## config.mk

```make
export PLATFORM = sky130hd
export DESIGN_NAME = can_bit_timing_flat
export DESIGN_NICKNAME = d
export VERILOG_FILES = /design/src/rtl/can_timing_pkg.sv /design/src/rtl/can_bit_timing_if.sv /design/src/rtl/can_rx_sync_edge.sv /design/src/rtl/can_bit_timing.sv /design/src/flat_wrapper.sv
export SDC_FILE = /design/constraint.sdc
export NUM_CORES = 1
export LEC_CHECK = 0
export ABC_AREA = 1
export CAP_MARGIN = 20
export CORE_MARGIN = 2
export CORE_UTILIZATION = 45
export CTS_CLUSTER_SIZE = 40
export DETAILED_ROUTE_END_ITERATION = 8
export SYNTH_ARGS = -nofsm -noshare
export SYNTH_HDL_FRONTEND = slang
export SYNTH_SLANG_ARGS = --single-unit
```

## constraint.sdc

```tcl
create_clock -name clock -period 7.75 [get_ports clock]
set_input_delay 2.325 -clock clock [delete_from_list [all_inputs] [get_ports clock]]
set_output_delay 2.325 -clock clock [all_outputs]
set_load 0.03 [all_outputs]
```

## src/rtl/can_timing_pkg.sv

```systemverilog
// Shared types and constants for the CAN bit timing block.
// Segment encoding, default field widths and the tq counter width.
package can_timing_pkg;

    typedef enum logic [1:0] {
        SYNC = 2'd0,
        PROP = 2'd1,
        PS1  = 2'd2,
        PS2  = 2'd3
    } seg_e;

    localparam int SEG_W_DEFAULT = 3;
    localparam int SJW_W_DEFAULT = 2;
    localparam int CNT_W         = 4;

    // Phase error e clamped to the synchronisation jump width.
    function automatic logic [CNT_W-1:0] clamp_jump(
        input logic [CNT_W:0] e,
        input logic [CNT_W:0] lim
    );
        logic [CNT_W:0] r;
        r = (e < lim) ? e : lim;
        return CNT_W'(r);
    endfunction

endpackage

```

## src/rtl/can_bit_timing_if.sv

```systemverilog
// Bus between the bit timing block and its surroundings: tq strobe,
// timing configuration, CAN rx level and the resulting timing strobes.
interface can_bit_timing_if
    import can_timing_pkg::*;
#(
    parameter int SEG_W = SEG_W_DEFAULT,
    parameter int SJW_W = SJW_W_DEFAULT
);

    logic             enable;
    logic             tq_pulse;
    logic [SEG_W-1:0] prop_seg;
    logic [SEG_W-1:0] phase_seg1;
    logic [SEG_W-1:0] phase_seg2;
    logic [SJW_W-1:0] sjw;
    logic             hard_sync_en;
    logic             rx;
    logic             bit_start;
    logic             sample_point;
    logic             sampled_bit;
    seg_e             seg;

    modport master (
        output enable, tq_pulse, prop_seg, phase_seg1, phase_seg2, sjw,
               hard_sync_en, rx,
        input  bit_start, sample_point, sampled_bit, seg
    );

    modport slave (
        input  enable, tq_pulse, prop_seg, phase_seg1, phase_seg2, sjw,
               hard_sync_en, rx,
        output bit_start, sample_point, sampled_bit, seg
    );

endinterface

```

## src/rtl/can_rx_sync_edge.sv

```systemverilog
// Two-flop synchroniser for the CAN rx line plus a recessive-to-dominant
// edge detector that only looks at the bus on time-quantum strobes.
module can_rx_sync_edge (
    input  logic clock,
    input  logic reset_n,
    input  logic enable,
    input  logic tq_pulse,
    input  logic rx,
    output logic rx_s,
    output logic fall_edge
);

    logic rx_meta;
    logic rx_prev;

    always_ff @(posedge clock or negedge reset_n) begin
        if (!reset_n) begin
            rx_meta <= 1'b1;
            rx_s    <= 1'b1;
            rx_prev <= 1'b1;
        end else if (!enable) begin
            rx_meta <= 1'b1;
            rx_s    <= 1'b1;
            rx_prev <= 1'b1;
        end else begin
            rx_meta <= rx;
            rx_s    <= rx_meta;
            if (tq_pulse) begin
                rx_prev <= rx_s;
            end
        end
    end

    assign fall_edge = tq_pulse & rx_prev & ~rx_s;

endmodule

```

## src/rtl/can_bit_timing.sv

```systemverilog
// CAN nominal bit timing: walks SYNC/PROP/PS1/PS2 on tq strobes, emits the
// transmit and sample points, and applies hard sync / SJW-limited resync.
module can_bit_timing
    import can_timing_pkg::*;
#(
    parameter int SEG_W = SEG_W_DEFAULT,
    parameter int SJW_W = SJW_W_DEFAULT
)
(
    input  logic            clock,
    input  logic            reset_n,
    can_bit_timing_if.slave bt
);

    localparam int EW = CNT_W + 1;

    logic rx_s;
    logic fall_edge;

    can_rx_sync_edge u_rx_sync_edge (
        .clock     (clock),
        .reset_n   (reset_n),
        .enable    (bt.enable),
        .tq_pulse  (bt.tq_pulse),
        .rx        (bt.rx),
        .rx_s      (rx_s),
        .fall_edge (fall_edge)
    );

    seg_e             seg_q, seg_n;
    logic [CNT_W-1:0] cnt_q, cnt_n;
    logic [CNT_W-1:0] ext_q, ext_n;
    logic [CNT_W-1:0] short_q, short_n;
    logic             resync_done_q, resync_done_n;
    logic             sampled_q, sampled_n;

    logic [SEG_W-1:0] prop_cfg, ph1_cfg, ph2_cfg;
    logic [SJW_W-1:0] sjw_cfg;

    logic             active;
    logic             hard_sync;
    logic             resync;
    logic             force_sync;
    logic             bit_start_c;
    logic             sample_point_c;
    logic [CNT_W-1:0] ext_eff;
    logic [CNT_W-1:0] short_eff;
    logic [EW-1:0]    e_val;
    logic [EW-1:0]    sjw_len;

    assign active    = bt.enable & reset_n & bt.tq_pulse;
    assign hard_sync = active & fall_edge & bt.hard_sync_en;
    assign resync    = active & fall_edge & ~bt.hard_sync_en & ~resync_done_q;
    assign sjw_len   = EW'(sjw_cfg) + EW'(1);

    // Phase error: tq since end of SYNC before the sample point,
    // tq remaining in PS2 (including the current one) after it.
    always_comb begin
        e_val = '0;
        case (seg_q)
            PROP:    e_val = EW'(cnt_q) + EW'(1);
            PS1:     e_val = EW'(prop_cfg) + EW'(cnt_q) + EW'(2);
            PS2:     e_val = EW'(ph2_cfg) + EW'(1) - EW'(cnt_q) - EW'(short_q);
            default: e_val = '0;
        endcase
    end

    always_comb begin
        seg_n          = seg_q;
        cnt_n          = cnt_q;
        ext_n          = ext_q;
        short_n        = short_q;
        resync_done_n  = resync_done_q;
        sampled_n      = sampled_q;
        bit_start_c    = 1'b0;
        sample_point_c = 1'b0;
        force_sync     = 1'b0;
        ext_eff        = ext_q;
        short_eff      = short_q;

        // The resync adjustment is resolved first so that an edge on the
        // last tq of a segment can still move that segment's end.
        if (resync) begin
            resync_done_n = 1'b1;
            case (seg_q)
                PROP, PS1: ext_eff = clamp_jump(e_val, sjw_len);
                PS2: begin
                    if (e_val <= sjw_len) begin
                        force_sync = 1'b1;
                    end else begin
                        short_eff = CNT_W'(sjw_len);
                    end
                end
                default: ;
            endcase
        end

        if (active) begin
            ext_n   = ext_eff;
            short_n = short_eff;
            if (hard_sync || force_sync || seg_q == SYNC) begin
                bit_start_c = 1'b1;
                seg_n       = PROP;
                cnt_n       = '0;
                short_n     = '0;
                if (hard_sync) begin
                    ext_n         = '0;
                    resync_done_n = 1'b0;
                end
            end else begin
                case (seg_q)
                    PROP: begin
                        if (cnt_q >= CNT_W'(prop_cfg)) begin
                            seg_n = PS1;
                            cnt_n = '0;
                        end else begin
                            cnt_n = cnt_q + CNT_W'(1);
                        end
                    end
                    PS1: begin
                        if (cnt_q >= CNT_W'(ph1_cfg) + ext_eff) begin
                            sample_point_c = 1'b1;
                            sampled_n      = rx_s;
                            ext_n          = '0;
                            resync_done_n  = 1'b0;
                            seg_n          = PS2;
                            cnt_n          = '0;
                        end else begin
                            cnt_n = cnt_q + CNT_W'(1);
                        end
                    end
                    PS2: begin
                        if (cnt_q + short_eff >= CNT_W'(ph2_cfg)) begin
                            seg_n = SYNC;
                            cnt_n = '0;
                        end else begin
                            cnt_n = cnt_q + CNT_W'(1);
                        end
                    end
                    default: ;
                endcase
            end
        end
    end

    always_ff @(posedge clock or negedge reset_n) begin
        if (!reset_n) begin
            seg_q         <= SYNC;
            cnt_q         <= '0;
            ext_q         <= '0;
            short_q       <= '0;
            resync_done_q <= 1'b0;
            sampled_q     <= 1'b1;
            prop_cfg      <= '0;
            ph1_cfg       <= '0;
            ph2_cfg       <= '0;
            sjw_cfg       <= '0;
        end else if (!bt.enable) begin
            seg_q         <= SYNC;
            cnt_q         <= '0;
            ext_q         <= '0;
            short_q       <= '0;
            resync_done_q <= 1'b0;
            sampled_q     <= 1'b1;
            prop_cfg      <= bt.prop_seg;
            ph1_cfg       <= bt.phase_seg1;
            ph2_cfg       <= bt.phase_seg2;
            sjw_cfg       <= bt.sjw;
        end else begin
            seg_q         <= seg_n;
            cnt_q         <= cnt_n;
            ext_q         <= ext_n;
            short_q       <= short_n;
            resync_done_q <= resync_done_n;
            sampled_q     <= sampled_n;
            if (bit_start_c) begin
                prop_cfg <= bt.prop_seg;
                ph1_cfg  <= bt.phase_seg1;
                ph2_cfg  <= bt.phase_seg2;
                sjw_cfg  <= bt.sjw;
            end
        end
    end

    assign bt.bit_start    = bit_start_c;
    assign bt.sample_point = sample_point_c;
    assign bt.sampled_bit  = sampled_q;
    assign bt.seg          = seg_q;

endmodule

```

## src/flat_wrapper.sv

```systemverilog
// flat-port wrapper written by rule: the top's interface ports become plain ports
module can_bit_timing_flat import can_timing_pkg::*;
#(
    parameter int SEG_W = SEG_W_DEFAULT,
    parameter int SJW_W = SJW_W_DEFAULT
)
  (clock, reset_n, bt_enable, bt_tq_pulse, bt_prop_seg, bt_phase_seg1, bt_phase_seg2, bt_sjw, bt_hard_sync_en, bt_rx, bt_bit_start, bt_sample_point, bt_sampled_bit, bt_seg);
  can_bit_timing_if #(.SEG_W(SEG_W), .SJW_W(SJW_W)) bt_i ();
  input  logic clock;
  input  logic reset_n;
  input wire logic [$bits(bt_i.enable)-1:0] bt_enable;
  input wire logic [$bits(bt_i.tq_pulse)-1:0] bt_tq_pulse;
  input wire logic [$bits(bt_i.prop_seg)-1:0] bt_prop_seg;
  input wire logic [$bits(bt_i.phase_seg1)-1:0] bt_phase_seg1;
  input wire logic [$bits(bt_i.phase_seg2)-1:0] bt_phase_seg2;
  input wire logic [$bits(bt_i.sjw)-1:0] bt_sjw;
  input wire logic [$bits(bt_i.hard_sync_en)-1:0] bt_hard_sync_en;
  input wire logic [$bits(bt_i.rx)-1:0] bt_rx;
  output wire logic [$bits(bt_i.bit_start)-1:0] bt_bit_start;
  output wire logic [$bits(bt_i.sample_point)-1:0] bt_sample_point;
  output wire logic [$bits(bt_i.sampled_bit)-1:0] bt_sampled_bit;
  output wire logic [$bits(bt_i.seg)-1:0] bt_seg;
  assign bt_i.enable = bt_enable;
  assign bt_i.tq_pulse = bt_tq_pulse;
  assign bt_i.prop_seg = bt_prop_seg;
  assign bt_i.phase_seg1 = bt_phase_seg1;
  assign bt_i.phase_seg2 = bt_phase_seg2;
  assign bt_i.sjw = bt_sjw;
  assign bt_i.hard_sync_en = bt_hard_sync_en;
  assign bt_i.rx = bt_rx;
  assign bt_bit_start = bt_i.bit_start;
  assign bt_sample_point = bt_i.sample_point;
  assign bt_sampled_bit = bt_i.sampled_bit;
  assign bt_seg = bt_i.seg;
  can_bit_timing #(.SEG_W(SEG_W), .SJW_W(SJW_W)) u_core (.clock(clock), .reset_n(reset_n), .bt(bt_i));
endmodule
```

# ---- Yosys cells after proc, flatten, opt, wreduce, memory -nomap -nowiden
# Cells that the tools add are included.
dict set report op_classes {
  magnitude_cmp 5
  muxes 63
  n_reduce_logical 7
  eq_ne 13
  n_addsub 10
  n_bitwise 11
}
# cell count
set ops {}
lappend ops {{$mux 4} 21}
lappend ops {{$mux 1} 25}
lappend ops {{$mux 3} 6}
lappend ops {{$mux 2} 8}
lappend ops {{$pmux 5 s3} 1}
lappend ops {{$ne 4x2->1 const B} 3}
lappend ops {{$pmux 4 s3} 1}
lappend ops {{$ne 2x1->1 const B} 5}
lappend ops {{$sub 5x4->5} 2}
lappend ops {{$and 1x1->1} 8}
lappend ops {{$ge 4x3->1} 2}
lappend ops {{$pmux 2 s3} 1}
lappend ops {{$add 3x4->5} 1}
lappend ops {{$add 4x1->5 const B} 1}
lappend ops {{$add 5x2->5 const B} 1}
lappend ops {{$le 5x3->1} 1}
lappend ops {{$lt 5x3->1} 1}
lappend ops {{$ne 5x1->1 const B} 1}
lappend ops {{$reduce_and 5->1} 1}
lappend ops {{$add 3x1->4 const B} 1}
lappend ops {{$add 3x4->4} 1}
lappend ops {{$add 4x1->4 const B} 1}
lappend ops {{$add 4x4->4} 1}
lappend ops {{$eq 2x2->1 const B} 2}
lappend ops {{10 further kinds} 13}
dict set report word_totals {
  word_cells 122
  output_inout_bits 5
  regBits 30
}

# ---- Longest topological paths before layout
# Gate-level depths: netlist of run 1.
dict set report depth {
  ltp_word 15
  mapped_depth 32
  depth_no_buf 32
}

# ---- By module
# A second synthesis of run 1 with hierarchy kept.
dict set report unflattened {
  hier_cells 343
  hier_area_um2 2656.3
}
# mod area_per_inst_um2 n_inst cells_per_inst seq_area_each_um2
set by_module_without_submodules {}
lappend by_module_without_submodules {can_bit_timing 2536.2 1 331 676.9}
lappend by_module_without_submodules {can_rx_sync_edge 120.1 1 12 78.8}

# ---- Worst setup path before layout of run 1
# Ideal clock, no wire load.
dict set report synth_timing {
  kind {input -> output}
  startpoint {input bt_tq_pulse}
  endpoint {output bt_sample_point}
  stages 20
  t_required_ps 5425
  path_buffers 0
  setup_slack_ps 530
  arrival_time_ps 4895
  cell_sequence {nand3_2 > inv_2 > nand2_2 > nor2_2 > nand2_2 > nor2_2 > nand2_1 > a22o_1 > ha_1 > fa_1 > inv_1 > ha_1 > inv_1 > nor2_1 > o211ai_1 > nand3_1 > nand2_1 > inv_1 > nand2_1 > inv_1}
}
dict set report synth_between {
  elab_chain_cells 12
  elab_cells_between_ends 17
}
# element line_no
set synth_lines {}
lappend synth_lines {{start, declared} flat_wrapper.sv:12} ;# input wire logic [$bits(bt_i.tq_pulse)-1:0] bt_tq_pulse;
lappend synth_lines {{$and 1x1->1 (2 in a row)} can_rx_sync_edge.sv:34} ;# assign fall_edge = tq_pulse & rx_prev & ~rx_s;
lappend synth_lines {{$and 1x1->1} {can_bit_timing.sv:52, can_bit_timing.sv:53}}
lappend synth_lines {{$and 1x1->1 (2 in a row)} can_bit_timing.sv:53} ;# assign resync = active & fall_edge & ~bt.hard_sync_en & ~resync_done_q;
lappend synth_lines {{$mux 4} can_bit_timing.sv:83} ;# if (resync) begin
lappend synth_lines {{$add 3x4->4} can_bit_timing.sv:121} ;# if (cnt_q >= CNT_W'(ph1_cfg) + ext_eff) begin
lappend synth_lines {{$ge 4x4->1} can_bit_timing.sv:121}
lappend synth_lines {{$mux 1} can_bit_timing.sv:121}
lappend synth_lines {{$mux 1} can_bit_timing.sv:111} ;# case (seg_q)
lappend synth_lines {{$mux 1} can_bit_timing.sv:101} ;# if (hard_sync || force_sync || seg_q == SYNC) begin
lappend synth_lines {{$mux 1 *} can_bit_timing.sv:98} ;# if (active) begin
lappend synth_lines {{end, declared} flat_wrapper.sv:20} ;# output wire logic [$bits(bt_i.sample_point)-1:0] bt_sample_point;
# Every way passes the cells marked *; elsewhere a longest branch is shown, timed or not.

# ---- Worst setup path in the final report of run 1
dict set report layout_timing {
  startpoint {register u_core.ph2_cfg[0]}
  endpoint {output bt_sample_point}
}
dict set report layout_between {
  elab_chain_cells 14
  elab_cells_between_ends 20
}
# element line_no
set layout_lines {}
lappend layout_lines {{start, declared} can_bit_timing.sv:37} ;# logic [SEG_W-1:0] prop_cfg, ph1_cfg, ph2_cfg;
lappend layout_lines {{start signal, assigned} can_bit_timing.sv:167} ;# ph2_cfg <= bt.phase_seg2;
lappend layout_lines {{start signal, assigned} can_bit_timing.sv:179} ;# ph2_cfg <= bt.phase_seg2;
lappend layout_lines {{$add 3x1->4 *} can_bit_timing.sv:63} ;# PS2: e_val = EW'(ph2_cfg) + EW'(1) - EW'(cnt_q) - EW'(short_q);
lappend layout_lines {{$sub 5x4->5 * (2 in a row)} can_bit_timing.sv:63}
lappend layout_lines {{$pmux 5 s3 *} can_bit_timing.sv:60} ;# case (seg_q)
lappend layout_lines {{$lt 5x3->1} can_timing_pkg.sv:22} ;# r = (e < lim) ? e : lim;
lappend layout_lines {{$mux 4} can_timing_pkg.sv:22}
lappend layout_lines {{$mux 4} can_bit_timing.sv:85} ;# case (seg_q)
lappend layout_lines {{$mux 4} can_bit_timing.sv:83}
lappend layout_lines {{$add 3x4->4} can_bit_timing.sv:121}
lappend layout_lines {{$ge 4x4->1} can_bit_timing.sv:121}
lappend layout_lines {{$mux 1} can_bit_timing.sv:121}
lappend layout_lines {{$mux 1} can_bit_timing.sv:111}
lappend layout_lines {{$mux 1 *} can_bit_timing.sv:101}
lappend layout_lines {{$mux 1 *} can_bit_timing.sv:98}
# Marks and branches as above.

==> results of run 1 <==
-- repair_timing --
action                     4_1_cts  5_1_grt
setup endpoints to repair        1        1
pin swaps                        6       13
gates resized for setup          9       17
setup buffers                    5        5
-- metrics by stage --
stage	power [W]	instances	instance area (sq um)	TNS, ns
2_1_floorplan	0.000653	372	2770	0
3_3_place_gp	0.000798	478	3140	-0.227
3_5_place_dp	0.000809	478	3140	-0.313
4_1_cts	0.000976	491	3290	0
5_1_grt	0.00115	496	3400	-0.00966
6_report	0.00103	496	3400	0
-- cell usage in the layout, fill, tap and decap left out, types with 2 or more instances in the layout --
cell type        instances
dfrtp_1                 26
nor2_4                   2
nand2_4                  4
xnor2_1                  2
a21oi_2                  7
nand3_2                  3
nand2_2                  8
xor2_1                   3
inv_2                    7
clkdlybuf4s50_1         16
or2_2                    2
nand3_1                 25
dfstp_2                  4
o22ai_1                  3
clkbuf_8                 6
ha_2                     2
a21oi_1                 11
fa_1                     7
nor2_1                  18
clkinv_2                 2
clkdlybuf4s15_1          2
ha_1                    31
nor3_1                   6
o211ai_1                 3
buf_4                   25
nand2_1                103
ha_4                     4
o21a_1                   2
inv_1                   61
o21ai_0                 11
nand4_1                  3
-- worst max-delay path: cells and delay by family (launching register included) --
kind / cells / cell delay (ns)
compound gates: 5 / 0.93
flops: 1 / 0.41
simple gates: 9 / 0.70
xor+xnor: 1 / 0.15
fa+ha+maj: 7 / 2.18
buf+inv: 7 / 0.47
-- cell type report --
type	count	area [sq um]	area share, %
inverter	70	267	7.85
timing repair buffer	45	384	11.3
clock inverter	2	12.5	0.368
clock buffer	6	82.6	2.43
multi-input combinational	268	1800	53.0
sequential	30	756	22.2
tap	75	93.8	2.76
-- sequential cells by signal, summed over array words and instances (netlist names) --
name	cells
u_core.cnt_q	4
u_core.ext_q	4
u_core.short_q	4
u_core.ph1_cfg	3
u_core.ph2_cfg	3
u_core.prop_cfg	3
u_core.bt.seg	2
u_core.sjw_cfg	2
u_core.bt.sampled_bit	1
u_core.resync_done_q	1
u_core.u_rx_sync_edge.rx_meta	1
u_core.u_rx_sync_edge.rx_prev	1
u_core.u_rx_sync_edge.rx_s	1
-- cells by family after synthesis --
logic type	count (synthesis)	share of synthesized area (%)
AOI/OAI and AO/OA	41	9.19
xor gates and xnor gates	6	1.90
adders and majority gates	44	21.8
buffers and inverters	74	10.9
DFF	30	27.3
and+or+nand+nor	177	28.9
-- worst max path at each step --
| stage | startpoint | endpoint | slack, ns | cells after the start |
|---|---|---|---|---|
| CTS | u_core.ph2_cfg[0]$_DFFE_PN0P_ | bt_sample_point | 0.01 | 29 |
| global placement | reset_n | bt_sample_point | -0.23 | 22 |
| global route | u_core.ph2_cfg[0]$_DFFE_PN0P_ | bt_sample_point | -0.01 | 29 |
| finish | u_core.ph2_cfg[0]$_DFFE_PN0P_ | bt_sample_point | 0.29 | 29 |
| detailed placement | reset_n | bt_sample_point | -0.31 | 22 |
| floorplan | bt_tq_pulse | bt_sample_point | 0.53 | 20 |
-- power by group through the flow --
stage,sequential (W),combinational (W),clock (W)
after global placement,0.000220,0.000578,0
final,0.000220,0.000674,0.000138
after detailed placement,0.000220,0.000589,0
after floorplan,0.000226,0.000427,0
after global routing,0.000224,0.000778,0.000151
after CTS,0.000218,0.000618,0.000141
-- routing by layer --
| metal | routed length (microns) | global-route usage (%) |
|---|---|---|
| met5 | 0 | 0 |
| met4 | 55 | 4.17 |
| met3 | 138 | 3.59 |
| met2 | 3070 | 36.9 |
| met1 | 3340 | 29.2 |
==> results.toml, run 1 <==
[outcome]
status = "finished, final reports clean"

[synth]
synth_edf_count = 0
ys_ff_latch = 30
synth_top_area_share_pct = 23.5
ys.flop_type = "dfrtp_1"
yosysWarnings = 0
synth_area_leaders = "dfrtp_1, ha_1, nand2_1, inv_1, fa_1"
yosys.cell_count.top_type = "nand2_1"
yosysTopAreaCell = "dfrtp_1"
synthDistinctLibCells = 36
ys_seq_area_share_pct = 27.3
synth_common_cells = "nand2_1, inv_1, ha_1"
synth.net_count = 433
avgSynthCellArea_sq_um = 7.43
syn-cell-area_sq_mm = 0.00277
synthCells = 372
async_reset_ff_share_pct = 100

[place]
portBuffers = 21
post-dp-hpwl_microns = 5150
gp_congestion = 0.856
pre_cts_ws_ns = -0.313

[worst_setup_path]
worst-setup-path-type = "reg -> out"
crit_top_cell = "nand2_1"
critPathMaxFanout = 4
required_ns = 5.43
rr_startpoint = "u_core.ph2_cfg[0]$_DFFE_PN0P_"
crit_path_top_delay_cell = "fa_1"
slowest_delay_ns = 0.51
worst-r2r-setup-slack_ns = 2.22
rr_worst_depth = 35
endpoint_kind = "primary output"
r2r-end = "u_core.bt.seg[1]$_DFFE_PN0P_"
setup.worst_path.start_class = "flip-flop"
cp.arrival_ns = 5.13

[clock_tree]
cts_tree = "built"
root_buffer = "clkbuf_8"
clk_pin_slew_ns = 0.07
numCtsBuffers = 5
cts-htree-levels = 2
worst_skew_pair.late_latency_ns = 0.29
clock_sinks = 30
postCtsHoldBufs = 0
clock_path_buffers = 2

[timing]
min_period_ns = 7.46
finalHoldViolCount = 0
tightest_slew_ns = 0.551
setup_violations = 0
fin_ws_ns = 0.293
max_freq_mhz = 134
min_period_over_period_pct = 96.2
hold_slack_ns = 0.477
slew-limit-headroom_pct = 63.2
clock_skew_ns = 0.00501
finalMaxSlewViolations = 0

[detailed_routing]
wirelength_microns = 6610
dr.pass1.iters = 4
antenna_left = 0
drt_iter0_markers = 90
viasPerCell = 4.88
num_vias = 2421
wire_per_inst_microns = 13.3
drc = 0

[min_path]
hold_start = "u_core.sjw_cfg[1]$_DFFE_PN0P_"
whs_endpoint = "u_core.sjw_cfg[1]$_DFFE_PN0P_"
hold_path.class = "reg -> reg"
whs_path_depth = 2

[die]
die_area_sq_mm = 0.00679
io_pins = 22
initial_core_util_pct = 46.7
placementRows = 28
core_area_sq_mm = 0.00592
die_w_microns = 82.4
die_height_microns = 82.4

[grt]
grt_max_degree = 31
grt_pass1_wl_microns = 11100
grtUsageTotal_pct = 21.8
grt_pass1_vias = 2353
grt.overflow.total = 0
antenna_found_initial = 0

[layout]
area_growth_pct = 22.9
fin_util_pct = 57.4
finalNetCount = 481
n_fill_cell = 581
final_layout_size_suffix_gt1_share_pct = 19.5
antenna_cells = 0

[power_and_ir_drop]
comb_power_share_pct = 65.3
power_leakage_nw = 1.83
pwr-share-seq_pct = 21.3
power.switching_w = 0.000489
power.internal_w = 0.000543
power_density_mw_per_mm2 = 304
sw_frac_of_total_pct = 47.4
worst_ir_drop_vdd_mv = 0.151
pwr-share-clk_pct = 13.4

[run]
cap_violations = 0
Note: power is estimated with default switching activity, not from simulation.
==> run 2, diff against run 1 <==
--- a/config.mk
+++ b/config.mk
@@ -6,7 +6,6 @@
 export NUM_CORES = 1
 export LEC_CHECK = 0
 export ABC_AREA = 1
-export CAP_MARGIN = 20
 export CORE_MARGIN = 2
 export CORE_UTILIZATION = 45
 export CTS_CLUSTER_SIZE = 40
==> results of run 2 <==
Final layout, timing and power as in run 1 (identical DEF).
